## src/rtl/muldiv_seq.sv

```systemverilog
// Iterative MIPS multiply/divide sequencer holding HI/LO, one bit per cycle.
// Build option: define MULDIV_SEQ_DIV_EN to include the restoring divider.
module muldiv_seq (
    input  logic        clk,
    input  logic        reset,
    input  logic        start,
    input  logic [1:0]  op,
    input  logic [31:0] A,
    input  logic [31:0] B,
    input  logic        hi_we,
    input  logic        lo_we,
    input  logic [31:0] wdata,
    output logic        busy,
    output logic        done,
    output logic        div_zero,
    output logic [31:0] HI,
    output logic [31:0] LO
);

    localparam logic [1:0] IDLE = 2'd0;
    localparam logic [1:0] RUN  = 2'd1;
    localparam logic [1:0] FIX  = 2'd2;

    logic [1:0]  state;
    logic [4:0]  cnt;
    logic        is_div;
    logic        neg_res;
    logic [31:0] opnd;
    logic [63:0] acc;

    logic        sign_a;
    logic        sign_b;
    logic [31:0] mag_a;
    logic [31:0] mag_b;
    logic [32:0] sum;
    logic [63:0] prod;

`ifdef MULDIV_SEQ_DIV_EN
    logic        neg_rem;
    logic [31:0] a_orig;
    logic [32:0] rem;
    logic [33:0] partial;
    logic [33:0] diff;
`endif

    assign busy = (state != IDLE);

    // op[0]=0 selects the signed variants; only those take magnitudes.
    always_comb begin
        sign_a = ~op[0] & A[31];
        sign_b = ~op[0] & B[31];
        mag_a  = sign_a ? -A : A;
        mag_b  = sign_b ? -B : B;
        sum    = {1'b0, acc[63:32]} + (acc[0] ? {1'b0, opnd} : 33'd0);
        prod   = neg_res ? -acc : acc;
    end

`ifdef MULDIV_SEQ_DIV_EN
    // A borrow out of diff means the divisor did not fit: keep the shifted remainder.
    always_comb begin
        partial = {rem, acc[31]};
        diff    = partial - {2'b00, opnd};
    end
`endif

    always_ff @(posedge clk) begin
        if (reset) begin
            state    <= IDLE;
            cnt      <= 5'd0;
            is_div   <= 1'b0;
            neg_res  <= 1'b0;
            opnd     <= 32'd0;
            acc      <= 64'd0;
            done     <= 1'b0;
            div_zero <= 1'b0;
            HI       <= 32'd0;
            LO       <= 32'd0;
`ifdef MULDIV_SEQ_DIV_EN
            neg_rem  <= 1'b0;
            a_orig   <= 32'd0;
            rem      <= 33'd0;
`endif
        end else begin
            done     <= 1'b0;
            div_zero <= 1'b0;
            case (state)
                IDLE: begin
                    if (hi_we) HI <= wdata;
                    if (lo_we) LO <= wdata;
                    if (start) begin
                        is_div  <= op[1];
                        neg_res <= sign_a ^ sign_b;
                        cnt     <= 5'd0;
`ifdef MULDIV_SEQ_DIV_EN
                        neg_rem <= sign_a;
                        a_orig  <= A;
                        rem     <= 33'd0;
                        opnd    <= op[1] ? mag_b : mag_a;
                        acc     <= {32'd0, op[1] ? mag_a : mag_b};
                        state   <= RUN;
`else
                        opnd    <= mag_a;
                        acc     <= {32'd0, mag_b};
                        state   <= op[1] ? FIX : RUN;
`endif
                    end
                end
                RUN: begin
`ifdef MULDIV_SEQ_DIV_EN
                    if (is_div) begin
                        rem        <= diff[33] ? partial[32:0] : diff[32:0];
                        acc[31:0]  <= {acc[30:0], ~diff[33]};
                    end else begin
                        acc <= {sum, acc[31:1]};
                    end
`else
                    acc <= {sum, acc[31:1]};
`endif
                    cnt <= cnt + 5'd1;
                    if (cnt == 5'd31) state <= FIX;
                end
                FIX: begin
`ifdef MULDIV_SEQ_DIV_EN
                    if (is_div) begin
                        if (opnd == 32'd0) begin
                            HI       <= a_orig;
                            LO       <= 32'hFFFF_FFFF;
                            div_zero <= 1'b1;
                        end else begin
                            LO <= neg_res ? -acc[31:0] : acc[31:0];
                            HI <= neg_rem ? -rem[31:0] : rem[31:0];
                        end
                    end else begin
                        {HI, LO} <= prod;
                    end
`else
                    if (!is_div) {HI, LO} <= prod;
`endif
                    done  <= 1'b1;
                    state <= IDLE;
                end
                default: state <= IDLE;
            endcase
        end
    end

endmodule
```

## config.mk

```make
export PLATFORM = sky130hd
export DESIGN_NAME = muldiv_seq
export DESIGN_NICKNAME = d
export VERILOG_FILES = /design/src/rtl/muldiv_seq.sv
export SDC_FILE = /design/constraint.sdc
export NUM_CORES = 1
export LEC_CHECK = 0
export CORE_MARGIN = 4
export CORE_UTILIZATION = 41
export CTS_CLUSTER_SIZE = 24
export DETAILED_ROUTE_END_ITERATION = 8
export PLACE_DENSITY = 0.72
export SYNTH_ARGS = -nofsm -noshare
export SYNTH_HDL_FRONTEND = slang
export SYNTH_SLANG_ARGS = --single-unit
```

## constraint.sdc

```tcl
create_clock -name clk -period 8.1 [get_ports clk]
set_clock_uncertainty 0.05 [all_clocks]
set_input_delay 1.62 -clock clk [delete_from_list [all_inputs] [get_ports clk]]
set_output_delay 1.62 -clock clk [all_outputs]
set_load 0.01 [all_outputs]
```

* Word-level counts from Yosys, hierarchy flattened *
Index checks and enable logic that the tools add are counted.

cells by class
  reductions and logical operators = 9
  bitwise gates (word level) = 4
  mux-type cells = 19
  eq/ne operators = 8
  add/subtract/negate cells = 5

operators with widths
  cell                                            number
  2-to-1 mux 32 bit                               7
  2-to-1 mux 64 bit                               2
  case mux 32 bit (2 select lines)                2
  case mux 64 bit (2 select lines)                1
  negation 32 bit                                 2
  negation 64 bit                                 1
  adder 32 x 32 -> 33 bit                         1
  inequality test 2 bit (second input constant)   5
  case mux 5 bit (2 select lines)                 1
  2-to-1 mux 2 bit                                3
  AND reduction 2 bit                             3
  AND reduction 3 bit                             2
  nonzero test 2 bit                              3
  adder 5 x 1 -> 5 bit (second input constant)    1
  == test 5 bit (second input constant)           1
  2-to-1 mux 5 bit                                1
  case mux 2 bit (2 select lines)                 1
  AND 1 bit                                       2
  == test 2 x 1 -> 1 bit (second input constant)  1
  == test 2 bit (second input constant)           1
  logical NOT 2 bit                               1
  2-to-1 mux 1 bit                                1
  NOT 1 bit                                       1
  XOR 1 bit                                       1

storage, ports and cells
  output and inout port bits = 67
  logic and storage cells = 54
  register bits after elaboration = 170

* Longest topological paths before layout *
  word-level depth = 5
  depth in mapped cells = 13
  depth with buffers taken out = 12

* Worst setup path after synthesis *
Ideal clock, no wire load.

  path kind = in2reg
  from = in B[5]
  to = reg acc[30]
  library setup time = 0.132 ns
  setup slack = 4.204 ns
  arrival time = 3.714 ns
  cell stages on the path = 8
  required time = 7.918 ns
  cells stage by stage = or4_1 > nor4b_2 > and3_1 > nand2_1 > or2_2 > o31ai_1 > xor2_1 > o22ai_1

between the ends
  cells in the longest elaborated chain, start to end = 4

ends and longest elaborated chain
  what                              line  text
  start, declared                   9     input logic [31:0] B,
  negation 32 bit                   53    mag_b = sign_b ? -B : B;
  2-to-1 mux 32 bit                 53
  2-to-1 mux 64 bit                 90    if (start) begin
  case mux 64 bit (2 select lines)  86    case (state)
  end signal, assigned              103   acc <= {32'd0, mag_b};
  end signal, assigned              117   acc <= {sum, acc[31:1]};
  end, declared                     29    logic [63:0] acc;

Every way passes these cells. The select of a mux whose other input is x is not followed.
A chain may end at the register's enable or synchronous reset.

* Final worst setup path *
  from = in B[3]
  to = reg acc[28]

The elaborated chain is that of the path after synthesis.

==> impl_metrics.env <==
export IMPL_status="complete, no violations"
export IMPL_fin_crit_sh_pct=53.0
export IMPL_clock_fmax_mhz=233
export IMPL_clock_sinks=170
export IMPL_synth_flop_cell="dfxtp_1"
export IMPL_postLayoutCellArea_sq_um=13600
export IMPL_ys_ff_latch=170
export IMPL_cts_resized=0
export IMPL_leakage_uw=0.00509
export IMPL_grt_pass1_wl_microns=56200
export IMPL_grt_pass1_vias=10457
export IMPL_setup_tns_ns=0
export IMPL_cp_end_kind="register"
export IMPL_syn_nets=1584
export IMPL_cts_tree="built"
export IMPL_path_cells="clkdlybuf4s50_1, or4_1, nor4b_2, and3_1, nand2_1, or2_2, o41ai_2, xor2_1, o22ai_1"
export IMPL_syn_instance_count=1443
export IMPL_routabilityCongestion=0.911
export IMPL_switching_share_pct=32.2
export IMPL_dieArea_sq_um=29900
export IMPL_grt_usage_pct=22.8
export IMPL_insertion_delay_ns=0.45
export IMPL_power_share_clock_pct=36.8
export IMPL_critPathRequiredTime_ns=8.34
export IMPL_htreeDepth=4
export IMPL_postRouteAntennaNets=0
export IMPL_area_delta_synth_final_pct=21.6
export IMPL_hold_violations=0
export IMPL_clk_pin_slew_ns=0.07
export IMPL_p_switching_uw=741
export IMPL_drt_iter0_drc=1066
export IMPL_powerDensity_nw_per_um2=169
export IMPL_seq_area_frac_synth_pct=30.5
export IMPL_max_slew_worst_pin_slew_ns=1.10
export IMPL_rows=60
export IMPL_dr_pass1_iters=5
export IMPL_post_cts_buffers=0
export IMPL_hp_class="register to register"
export IMPL_vias=11251
export IMPL_syn_area_sq_um=11200
export IMPL_cpMaxStageDelayCell="or4_1"
export IMPL_synth_edf_count=0
export IMPL_arrival_ns=4.53
export IMPL_dp_hpwl_microns=26900
export IMPL_finalCriticalPeriod_ns=4.29
export IMPL_drive_gt1_share_pct=4.70
export IMPL_comb_power_share_pct=21.7
export IMPL_avgSynthCellArea_sq_um=7.74
export IMPL_port_buffers=168
export IMPL_wl_microns=35700
export IMPL_max_cap_violations=0
export IMPL_post_route_drc_count=0
export IMPL_internal_power_uw=1560
export IMPL_max_stage_delay_ns=0.63
export IMPL_peakVddDrop_uv=138
export IMPL_ios=170
export IMPL_synth_cell_types=74
export IMPL_cts_buffer_depth=2
export IMPL_path_class="input pin to register"
export IMPL_die_width_microns=173
export IMPL_rsz0062_at_grt="no"
export IMPL_cts_root_buf="clkbuf_16"
export IMPL_antenna_cells=0
export IMPL_nets=1681
export IMPL_path_max_fanout=5
export IMPL_avgRoutedWirePerCell_microns=18.8
export IMPL_startpoint_type="input pin"
export IMPL_setup_viol=0
export IMPL_start_util_pct=41.6
export IMPL_post_route_util_pct=50.5
export IMPL_cts_buffers=17
export IMPL_ys_async_sr_fraction_pct=0
export IMPL_die_h_microns=173
export IMPL_ys_warn_count=0
export IMPL_postCtsHoldBufs=0
export IMPL_place_area_sq_um=13000
export IMPL_maxSlewViolCount=0
export IMPL_grt_antenna_before_repair=0
export IMPL_core_area_sq_um=26900
export IMPL_grt_max_degree=88
export IMPL_overflow=0
export IMPL_viasPerCell=5.94
export IMPL_slew_headroom_pct=26.7
export IMPL_power_frac_seq_pct=41.6
## placed cells by master, fill, tap and decap left out, types with 11 or more instances in the layout
cell type / synthesis / routed
nor3_1: 26 / 25
nor2_1: 150 / 150
nand2b_1: 23 / 23
xnor2_1: 51 / 51
a31oi_1: 14 / 14
clkbuf_16: 0 / 17
and2_1: 36 / 35
o21ai_0: 86 / 86
inv_1: 19 / 19
a22oi_1: 27 / 27
ha_1: 37 / 37
or3_1: 26 / 26
nand4_1: 11 / 11
a21oi_1: 131 / 131
nand2_1: 130 / 130
or4_1: 11 / 11
nor4_1: 13 / 13
dfxtp_1: 170 / 169
a21o_1: 26 / 26
buf_4: 1 / 13
a211oi_1: 56 / 56
xor2_1: 82 / 82
clkdlybuf4s50_1: 0 / 167
nand3_1: 33 / 33
o41ai_1: 24 / 24
o31ai_1: 27 / 27
## worst paths after layout
check	start	end	slack, ns	depth (start not counted)
setup / recovery	B[3]	acc[28]$_SDFFE_PP0P_	3.81	9
hold / removal	HI[10]$_SDFFE_PP0P_	HI[10]$_SDFFE_PP0P_	0.41	2
setup reg to reg	acc[0]$_SDFFE_PP0P_	acc[58]$_SDFFE_PP0P_	4.33	11
hold reg to reg	HI[10]$_SDFFE_PP0P_	HI[10]$_SDFFE_PP0P_	0.41	2
## routing by layer
metal / vias up / track usage (%) / part of all wire, %
li1: 5454 / - / -
met1: 5276 / 32.0 / 46
met2: 468 / 35.5 / 44
met3: 53 / 4.81 / 7.7
met4: 0 / 6.32 / 2.3
met5: - / 0 / 0
## Yosys cell counts (27+ instances only)
| library cell | count | area share (%) |
|---|---|---|
| nand2_1 | 130 | 4.4 |
| o31ai_1 | 27 | 1.8 |
| xnor2_1 | 51 | 4.0 |
| a211oi_1 | 56 | 3.8 |
| xor2_1 | 82 | 6.4 |
| and2_1 | 36 | 2.0 |
| nand3_1 | 33 | 1.5 |
| a21oi_1 | 131 | 5.9 |
| ha_1 | 37 | 4.1 |
| nor2_1 | 150 | 5.0 |
| o21ai_0 | 86 | 3.9 |
| a22oi_1 | 27 | 1.8 |
| dfxtp_1 | 170 | 30 |
| clkbuf_1 | 86 | 2.9 |
## per-stage QoR
stage	power, uW	hold WS, ns	cells	worst slack (ns)
floorplan	1250	0.381	1443	4.20
global placement	1460	0.390	1862	3.48
detailed placement	1470	0.398	1862	3.39
CTS	2300	0.414	1894	3.83
global route	2390	0.438	1894	3.66
finish	2300	0.412	1894	3.81
## critical path, delay by kind of cell
| kind | cells | cell delay (ns) |
|---|---|---|
| compound gates | 2 | 0.34 |
| xor+xnor | 1 | 0.18 |
| simple gates | 5 | 1.92 |
| buf+inv | 1 | 0.47 |
## state kept, by name, indices dropped and copies added, names as in the netlist
register	cells
opnd	32
HI	32
state	2
cnt	5
LO	32
is_div	1
acc	64
done	1
neg_res	1
## area by class of cell
type	instances	area (sq um)
Fill cell	2626	13300
Multi-Input combinational cell	1152	7310
Tap cell	341	427
Timing Repair Buffer	180	1770
Clock buffer	17	425
Sequential cell	170	3400
Inverter	19	71.3
Clock inverter	15	173
## power by group through the flow
| stage | combinational (uW) | sequential, uW | clock, uW |
|---|---|---|---|
| after CTS | 496 | 954 | 848 |
| after global routing | 545 | 963 | 887 |
| after detailed placement | 494 | 973 | 0 |
| after floorplan | 291 | 963 | 0 |
| after global placement | 488 | 971 | 0 |
| final | 499 | 955 | 845 |
## kinds of logic (layout without fill, tap and decap cells)
family | count (synthesis) | in the layout | synth area share [%]
other | 1 | 1 | 0.0336
AOI/OAI and AO/OA | 468 | 468 | 27.3
buffers and inverters | 121 | 231 | 4.19
DFF | 170 | 170 | 30.5
xor gates and xnor gates | 133 | 133 | 10.4
and+or+nand+nor | 509 | 509 | 23.0
muxes | 3 | 3 | 0.269
adders and majority gates | 38 | 38 | 4.32
No activity file was read; power rests on OpenSTA's default activity.
